===== src/rtl/ioctl_loader_pkg.sv =====
// Shared types and helpers for the ioctl ROM loader: FSM state encoding,
// a constant-foldable log2 and the default fill byte for partial words.
package ioctl_loader_pkg;

    typedef enum logic [2:0] {
        IDLE,
        COLLECT,
        WRITE,
        FLUSH,
        DONE
    } state_t;

    localparam logic [7:0] DEFAULT_PAD = 8'hFF;

    function automatic int clog2(input int v);
        int r;
        r = 0;
        for (int i = 0; i < 31; i++) begin
            if ((1 << i) < v) r = i + 1;
        end
        return r;
    endfunction

endpackage


===== src/rtl/ioctl_rom_loader_if.sv =====
// Bundles the ioctl download channel and the ROM write port of the loader.
// master: byte source / ROM side, slave: the loader itself.
interface ioctl_rom_loader_if #(
    parameter int DW = 16,
    parameter int AW = 13
);
    logic          ioctl_download;
    logic          ioctl_wr;
    logic [24:0]   ioctl_addr;
    logic [7:0]    ioctl_dout;
    logic [7:0]    ioctl_index;
    logic          ioctl_wait;
    logic [AW-1:0] rom_addr;
    logic [DW-1:0] rom_din;
    logic          rom_wr;
    logic          rom_ready;
    logic          cpu_hold;
    logic          load_done;
    logic          overflow;
    logic [AW:0]   word_count;

    modport master (
        output ioctl_download, ioctl_wr, ioctl_addr, ioctl_dout, ioctl_index, rom_ready,
        input  ioctl_wait, rom_addr, rom_din, rom_wr, cpu_hold, load_done, overflow, word_count
    );

    modport slave (
        input  ioctl_download, ioctl_wr, ioctl_addr, ioctl_dout, ioctl_index, rom_ready,
        output ioctl_wait, rom_addr, rom_din, rom_wr, cpu_hold, load_done, overflow, word_count
    );
endinterface


===== src/rtl/byte_packer.sv =====
// Lane-masked word buffer. word_o shows the buffer with this cycle's lane
// write already merged and every unwritten lane replaced by PAD.
module byte_packer
    import ioctl_loader_pkg::*;
#(
    parameter int         DW  = 16,
    parameter int         LW  = 1,
    parameter logic [7:0] PAD = DEFAULT_PAD
) (
    input  logic          clk_i,
    input  logic          rst_i,
    input  logic          clr_i,
    input  logic          wr_i,
    input  logic [LW-1:0] lane_i,
    input  logic [7:0]    byte_i,
    output logic          any_o,
    output logic [DW-1:0] word_o
);
    localparam int BYTES = DW / 8;

    logic [DW-1:0]    buf_q;
    logic [BYTES-1:0] mask_q;

    always_ff @(posedge clk_i or posedge rst_i) begin
        if (rst_i) begin
            mask_q <= '0;
        end else if (clr_i) begin
            mask_q <= '0;
        end else begin
            for (int i = 0; i < BYTES; i++) begin
                if (wr_i && lane_i == LW'(i)) mask_q[i] <= 1'b1;
            end
        end
    end

    always_ff @(posedge clk_i) begin
        for (int i = 0; i < BYTES; i++) begin
            if (wr_i && lane_i == LW'(i)) buf_q[8*i +: 8] <= byte_i;
        end
    end

    always_comb begin
        word_o = '0;
        for (int i = 0; i < BYTES; i++) begin
            if (wr_i && lane_i == LW'(i)) word_o[8*i +: 8] = byte_i;
            else if (mask_q[i])           word_o[8*i +: 8] = buf_q[8*i +: 8];
            else                          word_o[8*i +: 8] = PAD;
        end
    end

    assign any_o = |mask_q;

endmodule


===== src/rtl/ioctl_rom_loader.sv =====
// Packs the ioctl little-endian byte stream into DW-bit ROM words and writes
// them over a ready/valid port, stalling the source with ioctl_wait.
module ioctl_rom_loader
    import ioctl_loader_pkg::*;
#(
    parameter int         DW            = 16,
    parameter int         AW            = 13,
    parameter logic [7:0] INDEX         = 8'h00,
    parameter logic [7:0] PAD           = DEFAULT_PAD,
    parameter bit         HOLD_AT_RESET = 1'b1
) (
    input  logic                clk_sys,
    input  logic                reset,
    ioctl_rom_loader_if.slave   bus
);
    localparam int          BYTES   = DW / 8;
    localparam int          LB      = clog2(BYTES);
    localparam int          LW      = (LB == 0) ? 1 : LB;
    localparam logic [63:0] CAP     = 64'(BYTES) << AW;
    localparam logic [AW:0] CNT_MAX = {1'b1, {AW{1'b0}}};

    state_t        state_q, state_d;
    logic          sel, sel_q;
    logic          skid_vld_q, skid_vld_d;
    logic [24:0]   skid_addr_q, skid_addr_d;
    logic [7:0]    skid_data_q, skid_data_d;
    logic [AW-1:0] addr_q, addr_d;
    logic [DW-1:0] din_q, din_d;
    logic          wr_q, wr_d, wait_q, wait_d, hold_q, hold_d;
    logic          done_q, done_d, ovf_q, ovf_d;
    logic [AW:0]   cnt_q, cnt_d;

    logic          pk_clr, pk_wr, pk_any;
    logic [DW-1:0] pk_word;

    // The skid byte, when present, is always older than a live strobe.
    logic          wr_in, eff_vld, eff_oor, eff_last;
    logic [24:0]   eff_addr;
    logic [7:0]    eff_data;
    logic [LW-1:0] eff_lane;
    logic [AW-1:0] eff_waddr;

    assign sel       = bus.ioctl_download && (bus.ioctl_index == INDEX);
    assign wr_in     = bus.ioctl_wr && sel;
    assign eff_vld   = skid_vld_q || wr_in;
    assign eff_addr  = skid_vld_q ? skid_addr_q : bus.ioctl_addr;
    assign eff_data  = skid_vld_q ? skid_data_q : bus.ioctl_dout;
    assign eff_lane  = LW'(eff_addr & 25'(BYTES - 1));
    assign eff_waddr = AW'(eff_addr >> LB);
    assign eff_oor   = 64'(eff_addr) >= CAP;
    assign eff_last  = (eff_lane == LW'(BYTES - 1));

    byte_packer #(.DW(DW), .LW(LW), .PAD(PAD)) u_packer (
        .clk_i  (clk_sys),
        .rst_i  (reset),
        .clr_i  (pk_clr),
        .wr_i   (pk_wr),
        .lane_i (eff_lane),
        .byte_i (eff_data),
        .any_o  (pk_any),
        .word_o (pk_word)
    );

    always_comb begin
        state_d     = state_q;
        skid_vld_d  = skid_vld_q;
        skid_addr_d = skid_addr_q;
        skid_data_d = skid_data_q;
        addr_d      = addr_q;
        din_d       = din_q;
        wr_d        = wr_q;
        hold_d      = hold_q;
        ovf_d       = ovf_q;
        cnt_d       = cnt_q;
        pk_clr      = 1'b0;
        pk_wr       = 1'b0;

        if ((state_q == WRITE || state_q == FLUSH) && wr_in) begin
            if (skid_vld_q) begin
                ovf_d = 1'b1;
            end else begin
                skid_vld_d  = 1'b1;
                skid_addr_d = bus.ioctl_addr;
                skid_data_d = bus.ioctl_dout;
            end
        end

        unique case (state_q)
            IDLE: begin
                if (sel && !sel_q) begin
                    state_d    = COLLECT;
                    cnt_d      = '0;
                    ovf_d      = 1'b0;
                    hold_d     = 1'b1;
                    skid_vld_d = 1'b0;
                    pk_clr     = 1'b1;
                end
            end
            COLLECT: begin
                if (eff_vld) begin
                    skid_vld_d = 1'b0;
                    if (wr_in && skid_vld_q) begin
                        skid_vld_d  = 1'b1;
                        skid_addr_d = bus.ioctl_addr;
                        skid_data_d = bus.ioctl_dout;
                    end
                    if (eff_oor) begin
                        ovf_d = 1'b1;
                    end else if (pk_any && eff_waddr != addr_q) begin
                        // Park the new-word byte while the old word is flushed.
                        state_d     = FLUSH;
                        skid_vld_d  = 1'b1;
                        skid_addr_d = eff_addr;
                        skid_data_d = eff_data;
                        if (wr_in && skid_vld_q) ovf_d = 1'b1;
                    end else begin
                        pk_wr  = 1'b1;
                        addr_d = eff_waddr;
                        if (eff_last) begin
                            state_d = WRITE;
                            wr_d    = 1'b1;
                            din_d   = pk_word;
                        end
                    end
                end else if (!sel) begin
                    state_d = pk_any ? FLUSH : DONE;
                end
            end
            FLUSH: begin
                state_d = WRITE;
                wr_d    = 1'b1;
                din_d   = pk_word;
            end
            WRITE: begin
                if (bus.rom_ready) begin
                    wr_d    = 1'b0;
                    pk_clr  = 1'b1;
                    if (cnt_q != CNT_MAX) cnt_d = cnt_q + {{AW{1'b0}}, 1'b1};
                    state_d = (sel || skid_vld_d) ? COLLECT : DONE;
                end
            end
            DONE: begin
                state_d = IDLE;
                hold_d  = 1'b0;
            end
            default: state_d = IDLE;
        endcase

        done_d = (state_d == DONE);
        wait_d = (state_d == WRITE) || (state_d == FLUSH) ||
                 (state_q == WRITE && bus.rom_ready);
    end

    always_ff @(posedge clk_sys or posedge reset) begin
        if (reset) begin
            state_q     <= IDLE;
            sel_q       <= 1'b0;
            skid_vld_q  <= 1'b0;
            skid_addr_q <= '0;
            skid_data_q <= '0;
            addr_q      <= '0;
            din_q       <= '0;
            wr_q        <= 1'b0;
            wait_q      <= 1'b0;
            hold_q      <= HOLD_AT_RESET;
            done_q      <= 1'b0;
            ovf_q       <= 1'b0;
            cnt_q       <= '0;
        end else begin
            state_q     <= state_d;
            sel_q       <= sel;
            skid_vld_q  <= skid_vld_d;
            skid_addr_q <= skid_addr_d;
            skid_data_q <= skid_data_d;
            addr_q      <= addr_d;
            din_q       <= din_d;
            wr_q        <= wr_d;
            wait_q      <= wait_d;
            hold_q      <= hold_d;
            done_q      <= done_d;
            ovf_q       <= ovf_d;
            cnt_q       <= cnt_d;
        end
    end

    assign bus.ioctl_wait = wait_q;
    assign bus.rom_addr   = addr_q;
    assign bus.rom_din    = din_q;
    assign bus.rom_wr     = wr_q;
    assign bus.cpu_hold   = hold_q;
    assign bus.load_done  = done_q;
    assign bus.overflow   = ovf_q;
    assign bus.word_count = cnt_q;

endmodule

===== src/flat_wrapper.sv =====
// flat-port wrapper written by rule: the top's interface ports become plain ports
module ioctl_rom_loader_flat import ioctl_loader_pkg::*;
#(
    parameter int         DW            = 16,
    parameter int         AW            = 13,
    parameter logic [7:0] INDEX         = 8'h00,
    parameter logic [7:0] PAD           = DEFAULT_PAD,
    parameter bit         HOLD_AT_RESET = 1'b1
)
  (clk_sys, reset, bus_ioctl_download, bus_ioctl_wr, bus_ioctl_addr, bus_ioctl_dout, bus_ioctl_index, bus_rom_ready, bus_ioctl_wait, bus_rom_addr, bus_rom_din, bus_rom_wr, bus_cpu_hold, bus_load_done, bus_overflow, bus_word_count);
  ioctl_rom_loader_if #(.DW(DW), .AW(AW)) bus_i ();
  input  logic clk_sys;
  input  logic reset;
  input wire logic [$bits(bus_i.ioctl_download)-1:0] bus_ioctl_download;
  input wire logic [$bits(bus_i.ioctl_wr)-1:0] bus_ioctl_wr;
  input wire logic [$bits(bus_i.ioctl_addr)-1:0] bus_ioctl_addr;
  input wire logic [$bits(bus_i.ioctl_dout)-1:0] bus_ioctl_dout;
  input wire logic [$bits(bus_i.ioctl_index)-1:0] bus_ioctl_index;
  input wire logic [$bits(bus_i.rom_ready)-1:0] bus_rom_ready;
  output wire logic [$bits(bus_i.ioctl_wait)-1:0] bus_ioctl_wait;
  output wire logic [$bits(bus_i.rom_addr)-1:0] bus_rom_addr;
  output wire logic [$bits(bus_i.rom_din)-1:0] bus_rom_din;
  output wire logic [$bits(bus_i.rom_wr)-1:0] bus_rom_wr;
  output wire logic [$bits(bus_i.cpu_hold)-1:0] bus_cpu_hold;
  output wire logic [$bits(bus_i.load_done)-1:0] bus_load_done;
  output wire logic [$bits(bus_i.overflow)-1:0] bus_overflow;
  output wire logic [$bits(bus_i.word_count)-1:0] bus_word_count;
  assign bus_i.ioctl_download = bus_ioctl_download;
  assign bus_i.ioctl_wr = bus_ioctl_wr;
  assign bus_i.ioctl_addr = bus_ioctl_addr;
  assign bus_i.ioctl_dout = bus_ioctl_dout;
  assign bus_i.ioctl_index = bus_ioctl_index;
  assign bus_i.rom_ready = bus_rom_ready;
  assign bus_ioctl_wait = bus_i.ioctl_wait;
  assign bus_rom_addr = bus_i.rom_addr;
  assign bus_rom_din = bus_i.rom_din;
  assign bus_rom_wr = bus_i.rom_wr;
  assign bus_cpu_hold = bus_i.cpu_hold;
  assign bus_load_done = bus_i.load_done;
  assign bus_overflow = bus_i.overflow;
  assign bus_word_count = bus_i.word_count;
  ioctl_rom_loader #(.DW(DW), .AW(AW), .INDEX(INDEX), .PAD(PAD), .HOLD_AT_RESET(HOLD_AT_RESET)) u_core (.clk_sys(clk_sys), .reset(reset), .bus(bus_i));
endmodule

===== config.mk =====
export PLATFORM = sky130hd
export DESIGN_NAME = ioctl_rom_loader_flat
export DESIGN_NICKNAME = d
export VERILOG_FILES = /design/src/rtl/ioctl_loader_pkg.sv /design/src/rtl/ioctl_rom_loader_if.sv /design/src/rtl/byte_packer.sv /design/src/rtl/ioctl_rom_loader.sv /design/src/flat_wrapper.sv
export SDC_FILE = /design/constraint.sdc
export NUM_CORES = 1
export LEC_CHECK = 0
export CAP_MARGIN = 20
export CORE_MARGIN = 5
export CORE_UTILIZATION = 47
export CTS_CLUSTER_SIZE = 24
export DETAILED_ROUTE_END_ITERATION = 6
export PLACE_DENSITY = 0.77
export SYNTH_ARGS = -nofsm -noshare
export SYNTH_HDL_FRONTEND = slang
export SYNTH_SLANG_ARGS = --single-unit

===== constraint.sdc =====
create_clock -name clk_sys -period 2.8 [get_ports clk_sys]
set_clock_uncertainty 0.15 [all_clocks]
set_input_delay 0.42 -clock clk_sys [delete_from_list [all_inputs] [get_ports clk_sys]]
set_output_delay 0.42 -clock clk_sys [all_outputs]
set_load 0.01 [all_outputs]

==> impl_metrics.csv <==
group,metric,value,unit
placed_design,port_buffers,93,
clock_network,htree_levels,3,
drt,first_pass_iters,5,
synth,synth_area_per_cell,11.75,um^2
worst_setup_path,ff2ff_setup_slack,-0.08,ns
timing,min_period,2.883,ns
clock_network,clkSlewWorstSetupHoldPaths,0.10,ns
placed_design,dp.cells,678,
synth,synth_area,4945,um^2
worst_setup_path,cp_data_arrival_time,2.99,ns
synth,async_reset_ff_share,84.62,%
timing,max_freq,0.3469,GHz
pwr,vdd_ir_drop_max,0.0002615,V
finish,nNetsFinal,611,
global_routing,grtUsageMet2,29.38,%
pwr,combPwrFrac,6.8,%
global_routing,grt_max_degree,89,
drt,drt_iter0_drc,207,
drt,wirelength,12.20,mm
timing,setup_viol,32,
pwr,seqPwrFrac,56.8,%
pwr,power.leakage,0.003013,uW
finish,multiInputGateArea,2357,um^2
synth,ys.flop_type,"dfrtp_1",
clock_network,clock-sinks,104,
die,dieArea,12670,um^2
die,die_w,112.6,um
synth,ys_types,58,
clock_network,cts_tree,"done",
finish,drive_above_1_share,26.76,%
worst_setup_path,cp-start-kind,"flip-flop",
pwr,p_per_area,390.3,nW/um^2
global_routing,gr-usage-met3,3.827,%
die,die_h,112.6,um
global_routing,grt_pass1_vias,3967,
worst_setup_path,worst-path-max-fanout,12,
drt,wl_per_cell,17.33,um
pwr,total_power,2716,uW
worst_setup_path,critPathSlowestCell,"dfrtp_4",
synth,syn_inst,421,
clock_network,clock_latency,0.37,ns
global_routing,gr-max-usage-layer,"met2",
global_routing,grt_use_met1,27.46,%
timing,slew_viol_final,0,
worst_setup_path,cp-end-kind,"flip-flop",
drt,vias,3806,
placed_design,place_ws,-0.3066,ns
die,pin_count,94,
die,start_util,48.11,%
run_status,status,"complete, but fails checks",
synth,synth_seq_cells,104,
finish,final_cell_count_no_fill,704,
finish,fill_cells,756,
min_path,holdPathStages,1,
drt,drc,0,
worst_setup_path,worst-setup-path-type,"reg2reg",
flow_run,maxCapViolations,0,
synth,ys_seq_area_share,54.28,%
worst_setup_path,slowest_delay,0.52,ns
run_status,failed_checks,"negative setup slack",
finish,diodes,0,
clock_network,clockRootBuffer,"clkbuf_8",
timing,hold_violations,0,
pwr,clkPwrFrac,36.4,%
die,design.core.area,10280,um^2
pwr,switchingPower,645.9,uW
synth,synth-edff-count,16,
pwr,swShare,23.78,%
timing,layout_setup_ws,-0.08270,ns
clock_network,cts_buffers,9,
clock_network,clockBufferDepth,2,
placed_design,hpwl,8.193,mm
synth,synth_warnings,0,
worst_setup_path,r2r_cells,10,
timing,holdWs,0.3520,ns
timing,tightest_slew,0.4712,ns
pwr,intPower,2070,uW
die,num_rows,37,
min_path,hold_path_class,"reg2reg",
timing,relSlewSlack,68.59,%
global_routing,gr-usage-all-layers,19.05,%
worst_setup_path,worst-endpoint-required,2.91,ns
drt,viasPerCell,5.406,
finish,syn2layout_area_growth,40.71,%
timing,setup_tns,-1.300,ns
finish,seq_area,2688,um^2
timing,post-route-period-util,103.0,%
global_routing,grt_pass1_wl,19.73,mm
timing,rsz0062_at_grt,"yes",
drt,antenna_left,0,
synth,synthesis.nets,469,
worst_setup_path,crit_chain,"buf_6 > mux2i_4 > xnor2_1 > nor4_2 > buf_4 > nand4_1 > and3_4 > o21ai_4 > buf_12 > mux2_2",
placed_design,gp_congestion,0.8595,
global_routing,antenna_found_initial,0,
global_routing,overflow,0,
[Yosys cell counts (5+ instances only)]
master	n	share of area [%]
dfrtp_1	87	44
nor2_1	49	3.7
mux2i_1	31	6.3
mux2_2	27	6.1
a21oi_1	20	2.0
nand2_1	19	1.4
a2bb2oi_1	16	2.8
edfxtp_1	16	9.7
inv_1	16	1.2
xnor2_1	15	2.7
nand3_1	9	0.91
nor4_1	7	0.89
o21ai_0	7	0.71
xor2_1	7	1.2
clkbuf_1	6	0.46
mux2_1	6	1.4
nor3_1	6	0.61
nor2b_1	5	0.63
[final timing paths]
| kind | start | to |
|---|---|---|
| max reg2reg | u_core.skid_vld_q | u_core.skid_addr_q[8] |
| min in group asynchronous | reset | u_core.skid_addr_q[20] |
| min | u_core.bus.rom_din[5] | u_core.bus.rom_din[5] |
| min reg2reg | u_core.bus.rom_din[5] | u_core.bus.rom_din[5] |
| max in group asynchronous | reset | u_core.bus.cpu_hold |
| max | u_core.skid_vld_q | u_core.skid_addr_q[8] |
[power groups by stage]
stage                     clock [uW]  sequential (uW)  combinational [uW]
after floorplan                    0             1570                62.1
after global placement             0             1570                 170
after detailed placement           0             1570                 172
after CTS                       1020             1540                 177
after global routing            1080             1540                 202
final                            990             1540                 184
[logic make-up (layout without fill, tap and decap cells)]
| group | after synthesis | in the layout | synth area share (%) |
|---|---|---|---|
| buffers and inverters | 32 | 179 | 3.112 |
| muxes | 68 | 68 | 15.16 |
| xor gates and xnor gates | 22 | 22 | 3.897 |
| and+or+nand+nor | 123 | 123 | 12.53 |
| DFF | 104 | 104 | 54.28 |
| AOI/OAI and AO/OA | 70 | 70 | 10.53 |
| adders and majority gates | 2 | 2 | 0.5060 |
[worst max-delay path, delay by kind of cell, from the launching register on]
family | cells | cell delay (ns)
buf+inv | 3 | 0.51
xor+xnor | 1 | 0.14
mux | 2 | 0.53
simple gates | 3 | 0.71
compound gates | 1 | 0.20
flops | 1 | 0.52
[placed cells by master (no fill, tap or decap), drive strengths merged, types with 4 or more instances in the layout]
master	netlist	layout
xnor2	15	15
nor4	9	9
o21a	4	4
nor2b	5	5
clkbuf	6	9
edfxtp	16	16
a21oi	20	20
nand2	19	19
buf	10	54
xor2	7	7
mux2	36	36
and3	4	4
mux2i	32	32
nor3	8	8
o21ai	10	10
nor2	52	52
nand3	9	9
inv	16	18
a2bb2oi	16	16
dfrtp	87	87
clkdlybuf4s50	0	93
[through the flow]
step                      utilization [%]  area, um^2
after floorplan                         -        4949
after global placement              62.13        6385
after detailed placement            62.13        6385
after CTS                           65.42        6724
after global routing                67.70        6958
final                               67.70        6958
[layout make-up]
class | count | area share, %
multi-input combinational | 285 | 33.88
clock buffer | 9 | 1.780
clock inverter | 7 | 1.259
inverter | 16 | 0.9171
sequential | 104 | 38.63
tap | 136 | 2.446
timing repair buffer | 147 | 21.09
[per-layer routing]
layer | vias up | part of all wire (%)
li1 | 1797 | -
met2 | 119 | 48
met1 | 1878 | 46
met5 | - | 0
met4 | 0 | 1.0
met3 | 12 | 5.2
[flip-flops by register name, indices dropped and copies added, names as in the netlist]
name	count
u_core.bus.rom_din	16
u_core.skid_data_q	8
u_core.skid_vld_q	1
u_core.u_packer.mask_q	2
u_core.bus.cpu_hold	1
u_core.skid_addr_q	25
u_core.bus.load_done	1
u_core.u_packer.buf_q	16
u_core.bus.word_count	14
u_core.bus.rom_wr	1
u_core.bus.ioctl_wait	1
u_core.sel_q	1
u_core.state_q	3
u_core.bus.overflow	1
u_core.bus.rom_addr	13
[what timing repair did]
action	in CTS	in global routing
cloned	0	0
pin swaps	3	2
hold buffers	0	0
endpoints found under the setup margin	37	50
buffers inserted	5	5
resized for setup	14	35
No activity file was read; power rests on OpenSTA's default activity.
